## src/rtl/mem_port_arbiter.sv

```systemverilog
// Arbitrates I-cache refills and D-cache line reads/writebacks onto one
// single-port memory, alternating between the two sides when both request.
module mem_port_arbiter #(
  parameter int ADDR_W    = 32,
  parameter int BURST_LEN = 8,
  parameter int MEM_LAT   = 2
) (
  input  logic              clk,
  input  logic              rst,
  input  logic              i_req,
  input  logic [ADDR_W-1:0] i_addr,
  output logic              i_rvalid,
  output logic [31:0]       i_rdata,
  output logic              i_done,
  input  logic              d_req,
  input  logic              d_we,
  input  logic [ADDR_W-1:0] d_addr,
  input  logic [31:0]       d_wdata,
  output logic              d_wready,
  output logic              d_rvalid,
  output logic [31:0]       d_rdata,
  output logic              d_done,
  output logic              mem_en,
  output logic              mem_we,
  output logic [ADDR_W-1:0] mem_addr,
  output logic [31:0]       mem_wdata,
  input  logic [31:0]       mem_rdata
);

  localparam int LW  = $clog2(BURST_LEN);
  localparam int OFF = LW + 2;
  localparam int KW  = LW + 1;
  localparam logic [ADDR_W-1:0] LINE_MASK = ADDR_W'((1 << OFF) - 1);
  localparam logic [KW-1:0]     K_LAST    = KW'(BURST_LEN - 1);
  localparam logic [KW-1:0]     K_END     = KW'(BURST_LEN);

  typedef enum logic [2:0] {IDLE, I_RD, D_RD, D_WR, DONE} state_t;

  state_t              state_q, state_d;
  logic                gnt_d_q, gnt_d_d;
  logic [KW-1:0]       k_q, k_d;
  logic [KW-1:0]       r_q, r_d;
  logic [MEM_LAT-1:0]  pipe_q;
  logic [ADDR_W-1:0]   base_q;
  logic                grant, take_d, issue, ret, rd_state;

  assign rd_state = (state_q == I_RD) || (state_q == D_RD);
  assign issue    = rd_state && (k_q != K_END);
  assign ret      = pipe_q[MEM_LAT-1];

  always_ff @(posedge clk or negedge rst) begin
    if (!rst) begin
      state_q <= IDLE;
      gnt_d_q <= 1'b0;
      k_q     <= '0;
      r_q     <= '0;
      pipe_q  <= '0;
    end else begin
      state_q   <= state_d;
      gnt_d_q   <= gnt_d_d;
      k_q       <= k_d;
      r_q       <= r_d;
      // Issue marker travels MEM_LAT cycles to line up with mem_rdata
      pipe_q[0] <= issue;
      for (int i = 1; i < MEM_LAT; i++) pipe_q[i] <= pipe_q[i-1];
    end
  end

  always_ff @(posedge clk) begin
    if (grant) base_q <= (take_d ? d_addr : i_addr) & ~LINE_MASK;
  end

  always_comb begin
    state_d = state_q;
    gnt_d_d = gnt_d_q;
    k_d     = k_q;
    r_d     = r_q;
    grant   = 1'b0;
    take_d  = 1'b0;
    case (state_q)
      IDLE: begin
        if (i_req || d_req) begin
          grant   = 1'b1;
          // gnt_d_q remembers the last winner; on a tie the other side goes
          take_d  = d_req && (!i_req || !gnt_d_q);
          gnt_d_d = take_d;
          k_d     = '0;
          r_d     = '0;
          state_d = take_d ? (d_we ? D_WR : D_RD) : I_RD;
        end
      end
      I_RD, D_RD: begin
        if (issue) k_d = k_q + 1'b1;
        if (ret) begin
          r_d = r_q + 1'b1;
          if (r_q == K_LAST) state_d = DONE;
        end
      end
      D_WR: begin
        k_d = k_q + 1'b1;
        if (k_q == K_LAST) state_d = DONE;
      end
      DONE:    state_d = IDLE;
      default: state_d = IDLE;
    endcase
  end

  always_comb begin
    mem_en    = 1'b0;
    mem_we    = 1'b0;
    mem_addr  = '0;
    mem_wdata = '0;
    d_wready  = 1'b0;
    i_rvalid  = 1'b0;
    i_rdata   = '0;
    i_done    = 1'b0;
    d_rvalid  = 1'b0;
    d_rdata   = '0;
    d_done    = 1'b0;
    if (issue || state_q == D_WR) begin
      mem_en   = 1'b1;
      mem_addr = base_q | ADDR_W'({k_q[LW-1:0], 2'b00});
    end
    if (state_q == D_WR) begin
      mem_we    = 1'b1;
      d_wready  = 1'b1;
      mem_wdata = d_wdata;
    end
    if (ret) begin
      if (gnt_d_q) begin
        d_rvalid = 1'b1;
        d_rdata  = mem_rdata;
      end else begin
        i_rvalid = 1'b1;
        i_rdata  = mem_rdata;
      end
    end
    if (state_q == DONE) begin
      d_done = gnt_d_q;
      i_done = !gnt_d_q;
    end
  end

endmodule
```

## config.mk

```make
export PLATFORM = sky130hd
export DESIGN_NAME = mem_port_arbiter
export DESIGN_NICKNAME = d
export VERILOG_FILES = /design/src/rtl/mem_port_arbiter.sv
export SDC_FILE = /design/constraint.sdc
export NUM_CORES = 1
export LEC_CHECK = 0
export BUFFER_PORTS_ARGS = -buffer_cell sky130_fd_sc_hd__buf_2
export CAP_MARGIN = 25
export CORE_AREA = 2 2 102 104
export DETAILED_ROUTE_END_ITERATION = 12
export DIE_AREA = 0 0 104 106
export GPL_TIMING_DRIVEN = 0
export PLACE_DENSITY_LB_ADDON = 0.12
export SYNTH_ARGS = -nofsm -noshare
export SYNTH_HDL_FRONTEND = slang
export SYNTH_SLANG_ARGS = --single-unit
```

## constraint.sdc

```tcl
create_clock -name clk -period 1.9 [get_ports clk]
set_input_delay 0.475 -clock clk [delete_from_list [all_inputs] [get_ports clk]]
set_output_delay 0.475 -clock clk [all_outputs]
set_load 0.05 [all_outputs]
```

# Yosys cells after proc, flatten, opt, wreduce, memory -nomap -nowiden
# Cells that the tools add are included.
op_classes:
  add_sub_neg: 2
  eq_ne: 12
  muxes: 31
  bitwise: 1
  reduce_logical: 16
ops:
  columns: ["op", "n"]
  rows:
  - ["$mux 32", 7]
  - ["$or 32x5->32", 1]
  - ["$mux 1", 13]
  - ["$mux 3", 4]
  - ["$mux 4", 3]
  - ["$pmux 4 s3", 1]
  - ["$ne 2x2->1 const B", 5]
  - ["$pmux 3 s3", 1]
  - ["$add 4x1->4 const B", 2]
  - ["$eq 4x3->1 const B", 2]
  - ["$pmux 4 s2", 1]
  - ["$eq 3x2->1 const B", 2]
  - ["$reduce_and 3->1", 2]
  - ["$logic_or 1x1->1", 4]
  - ["$ne 4x4->1 const B", 1]
  - ["$reduce_and 4->1", 1]
  - ["$eq 3x1->1 const B", 1]
  - ["$eq 3x3->1 const B", 1]
  - ["$logic_not 3->1", 1]
  - ["$reduce_bool 3->1", 1]
  - ["$logic_and 1x1->1", 2]
  - ["$logic_not 1->1", 2]
  - ["$mux 2", 1]
  - ["$reduce_and 2->1", 1]
  - ["other kinds (2)", 2]
word_totals:
  regBits: 41
  input_bits: 133
  out_inout_bits: 135
  elab_cells: 68

# Logic depth before layout (Yosys ltp)
depth:
  ltp_word: 6
  mapped_depth: 6
  ltp_nobuf: 6

# Worst setup path before layout
# OpenSTA, ideal clock, no wires.
synth_timing:
  path_type: "register to output"
  start: "register state_q[2]"
  end: "output i_done"
  t_arrival_ns: 2.229
  required_time_ns: 1.425
  slack_ns: -0.804
  stages_incl_launch_ff: 5
  path_buffers: 2
  cell_sequence: "dfrtp_1 buf_2 inv_1 clkbuf_1 nor4_1"
synth_between:
  elab_chain_len: 2
synth_lines:
  columns: ["item", "line_no", "rtl"]
  rows:
  - ["from (decl)", "39", "state_t state_q, state_d;"]
  - ["from (signal assigned)", "59", "state_q <= state_d;"]
  - ["$eq 3x3->1", "138", "if (state_q == DONE) begin"]
  - ["$mux 1", "138", null]
  - ["to (decl)", "14", "output logic i_done,"]
# Every way passes these cells.

# Worst setup path in the final report
layout_timing:
  start: "register k_q[1]"
  end: "output mem_addr[31]"
layout_between:
  elab_chain_len: 4
layout_lines:
  columns: ["item", "line_no", "rtl"]
  rows:
  - ["from (decl)", "41", "logic [KW-1:0] k_q, k_d;"]
  - ["from (signal assigned)", "61", "k_q <= k_d;"]
  - ["$ne 4x4->1", "48", "assign issue = rd_state && (k_q != K_END);"]
  - ["$logic_and 1x1->1", "48", null]
  - ["$logic_or 1x1->1", "120", "if (issue || state_q == D_WR) begin"]
  - ["$mux 32", "120", null]
  - ["to (decl)", "25", "output logic [ADDR_W-1:0] mem_addr,"]
# Every way passes these cells.

==> impl_metrics.json <==
{
  "seqPwrFrac": 0.117,
  "final_cell_area_sq_um": 6360,
  "crit_path_start_kind": "flop",
  "ioPinCount": 268,
  "violations": "negative setup slack",
  "period_share": 1.25,
  "status": "finished with violations",
  "finalSetupTns_ns": -24.26,
  "track_usage": 0.180,
  "synthCells": 292,
  "nets": 726,
  "cp_max_fo": 10,
  "cts_root_buf": "clkbuf_8",
  "p_leak_nw": 3.18,
  "layout_common_cells": "123 x buf_2, 66 x buf_6, 65 x buf_8",
  "synth.cell_area_sq_um": 2960,
  "cpLargestDelayFamily": "adder cells",
  "drive_gt1_frac": 0.778,
  "cts-buffers-inserted": 5,
  "cp_slowest_stage_delay_ns": 0.40,
  "port_buffers": 255,
  "grt_pass1_vias": 3279,
  "setup.worst_path.class": "reg2out",
  "postCtsHoldBufs": 0,
  "ys_seq_elements": 41,
  "fillers": 819,
  "sw_frac_of_total": 0.505,
  "antenna_cells": 0,
  "avgSynthCellArea_sq_um": 10.1,
  "drc": 0,
  "cp_num_buf_inv": 3,
  "initial_core_util": 0.296,
  "drv_slew": 0,
  "cts.sinks": 41,
  "dr_total_vias": 3330,
  "cp.required_ns": 1.42,
  "ys_seq_area_frac": 0.392,
  "htreeDepth": 2,
  "intPower_w": 0.00597,
  "worstReg2RegStart": "state_q[2]",
  "drt-total-wl_microns": 11100,
  "die_y_microns": 106,
  "avgRoutedWirePerCell_microns": 15.3,
  "grt_overflow_total": 0,
  "grt_pass1_wl_microns": 16400,
  "period_needed_ns": 2.37,
  "gp_congestion": 0.771,
  "drt_iter0_drc": 143,
  "vias_per_cell": 4.58,
  "multi_input_area_sq_um": 1990,
  "rsz0062_at_grt": "true",
  "cp.arrival_ns": 1.89,
  "die_w_microns": 104,
  "pwr-share-comb": 0.836,
  "finalHoldViolCount": 0,
  "fin_worst_skew_ns": 0.00850,
  "ir_drop_uv": 902,
  "r2r_cells": 6,
  "num_rows": 37,
  "yosys.area.top_type": "edfxtp_1",
  "synthDistinctLibCells": 45,
  "die_area_sq_um": 11000,
  "antenna_found_initial": 0,
  "ys_warn_count": 0,
  "yosysTopAreaCellShare": 0.274,
  "synthArstFlopShare": 0.341,
  "synth_edf_count": 27,
  "core_region_area_sq_um": 10000,
  "cts_tree": "built",
  "clock_path_buffers": 2,
  "r2r_setup_slack_ns": 0.10,
  "path_clk_slew_ns": 0.08,
  "clkPwrFrac": 0.047,
  "dpl.hpwl_microns": 7310,
  "synth_area_leaders": "edfxtp_1 27%, and2_1 14%, and3_1 13%",
  "setup_viol": 99,
  "clock_latency_ns": 0.29,
  "rr_endpoint": "base_q[19]",
  "fin_ws_ns": -0.467,
  "crit_chain": "inv_1 -> ha_1 -> nand3b_1 -> maj3_2 -> buf_8 -> and3_2 -> buf_6",
  "seqCellArea_sq_um": 1160,
  "fmax_mhz": 422,
  "ys.flop_type": "edfxtp_1",
  "min_path_type": "in2async",
  "antenna_left": 0,
  "crit_path_end_kind": "output port",
  "switchingPower_w": 0.00609,
  "crit_slowest_cell": "dfrtp_1",
  "firstDrtPassIters": 4,
  "area_growth_pct": 115,
  "placed_area_sq_um": 4720,
  "p_per_area_nw_per_um2": 1900,
  "whs_ns": 0.0757,
  "final_common_cell": "buf_2",
  "grt_max_degree": 28,
  "maxCapViolations": 0
}
## how the worst max path moves through the flow
stage | endpoint | depth (start not counted) | from | slack (ns)
floorplan | mem_addr[31] | 6 | k_q[0] | -0.10
detailed placement | mem_wdata[1] | 7 | state_q[2] | -0.48
finish | mem_addr[31] | 7 | k_q[1] | -0.47
global placement | mem_wdata[1] | 7 | state_q[2] | -0.41
global route | mem_addr[31] | 7 | k_q[1] | -0.57
CTS | mem_addr[31] | 7 | k_q[1] | -0.50
## layer usage
metal | share of wire | global-route usage
met2 | 0.54 | 0.329
met4 | 0.012 | 0.0367
met5 | 0 | 0
met1 | 0.39 | 0.217
met3 | 0.058 | 0.0417
## synthesized netlist by cell type, types with 2 or more instances
cell / number
a21oi_1: 3
nor2_1: 3
inv_1: 5
dfrtp_1: 14
and3_1: 63
nand2b_1: 2
mux2_4: 19
edfxtp_1: 27
o21ai_0: 4
buf_4: 3
nand2_1: 9
nand3b_1: 2
o31ai_1: 2
mux2_2: 9
nor2b_1: 2
ha_1: 3
and2_1: 68
nand3_1: 5
clkbuf_1: 20
buf_6: 4
## worst register-to-register path: stages (launching register included)
cell,delay [ns]
dfrtp_1,0.38
buf_6,0.12
buf_4,0.16
nor3_4,0.21
nand3_4,0.17
buf_6,0.21
mux2_4,0.31
## power by group through the flow
stage | Clock (W) | Sequential, W | Combinational (W)
3_5_place_dp | 0 | 0.00144 | 0.00726
6_report | 0.000568 | 0.00141 | 0.0101
2_1_floorplan | 0 | 0.00140 | 0.00586
4_1_cts | 0.000591 | 0.00141 | 0.00941
5_1_grt | 0.000624 | 0.00144 | 0.0105
3_3_place_gp | 0 | 0.00143 | 0.00720
## logic make-up after synthesis
kind of cell	after synthesis	synth area share
multiplexers	29	0.134
AND/OR/NAND/NOR	166	0.351
AO/OA/AOI/OAI	17	0.0436
other	1	0.00127
XOR/XNOR	1	0.00550
buffers and inverters	33	0.0562
adder cells (fa/ha/maj)	4	0.0165
flip-flops	41	0.392
## layout make-up
class | count | share of cell area
Clock inverter | 2 | 0.00236
Clock buffer | 6 | 0.0114
Tap cell | 136 | 0.0268
Multi-Input combinational cell | 220 | 0.312
Buffer | 25 | 0.0429
Inverter | 5 | 0.00413
Timing Repair Buffer | 292 | 0.418
Sequential cell | 41 | 0.183
## timing repair
item,in CTS,in global routing
pin swaps,42,23
setup endpoints to repair,166,152
gates cloned,4,3
buffers inserted,21,11
gates resized for setup,329,89
## state kept, by name (all words and copies together), names as in the netlist
register  flops
r_q           4
k_q           4
base_q       27
pipe_q        2
state_q       3
gnt_d_q       1
## per-stage QoR
| step | util | total power, W | std cells | setup slack [ns] |
|---|---|---|---|---|
| 6_report | 0.636 | 0.0121 | 727 | -0.467 |
| 5_1_grt | 0.636 | 0.0126 | 727 | -0.573 |
| 4_1_cts | 0.600 | 0.0114 | 715 | -0.500 |
| 3_5_place_dp | 0.472 | 0.00869 | 684 | -0.479 |
| 3_3_place_gp | 0.472 | 0.00863 | 684 | -0.414 |
| 2_1_floorplan | - | 0.00725 | 293 | -0.100 |
No activity file was read; power rests on OpenSTA's default activity.
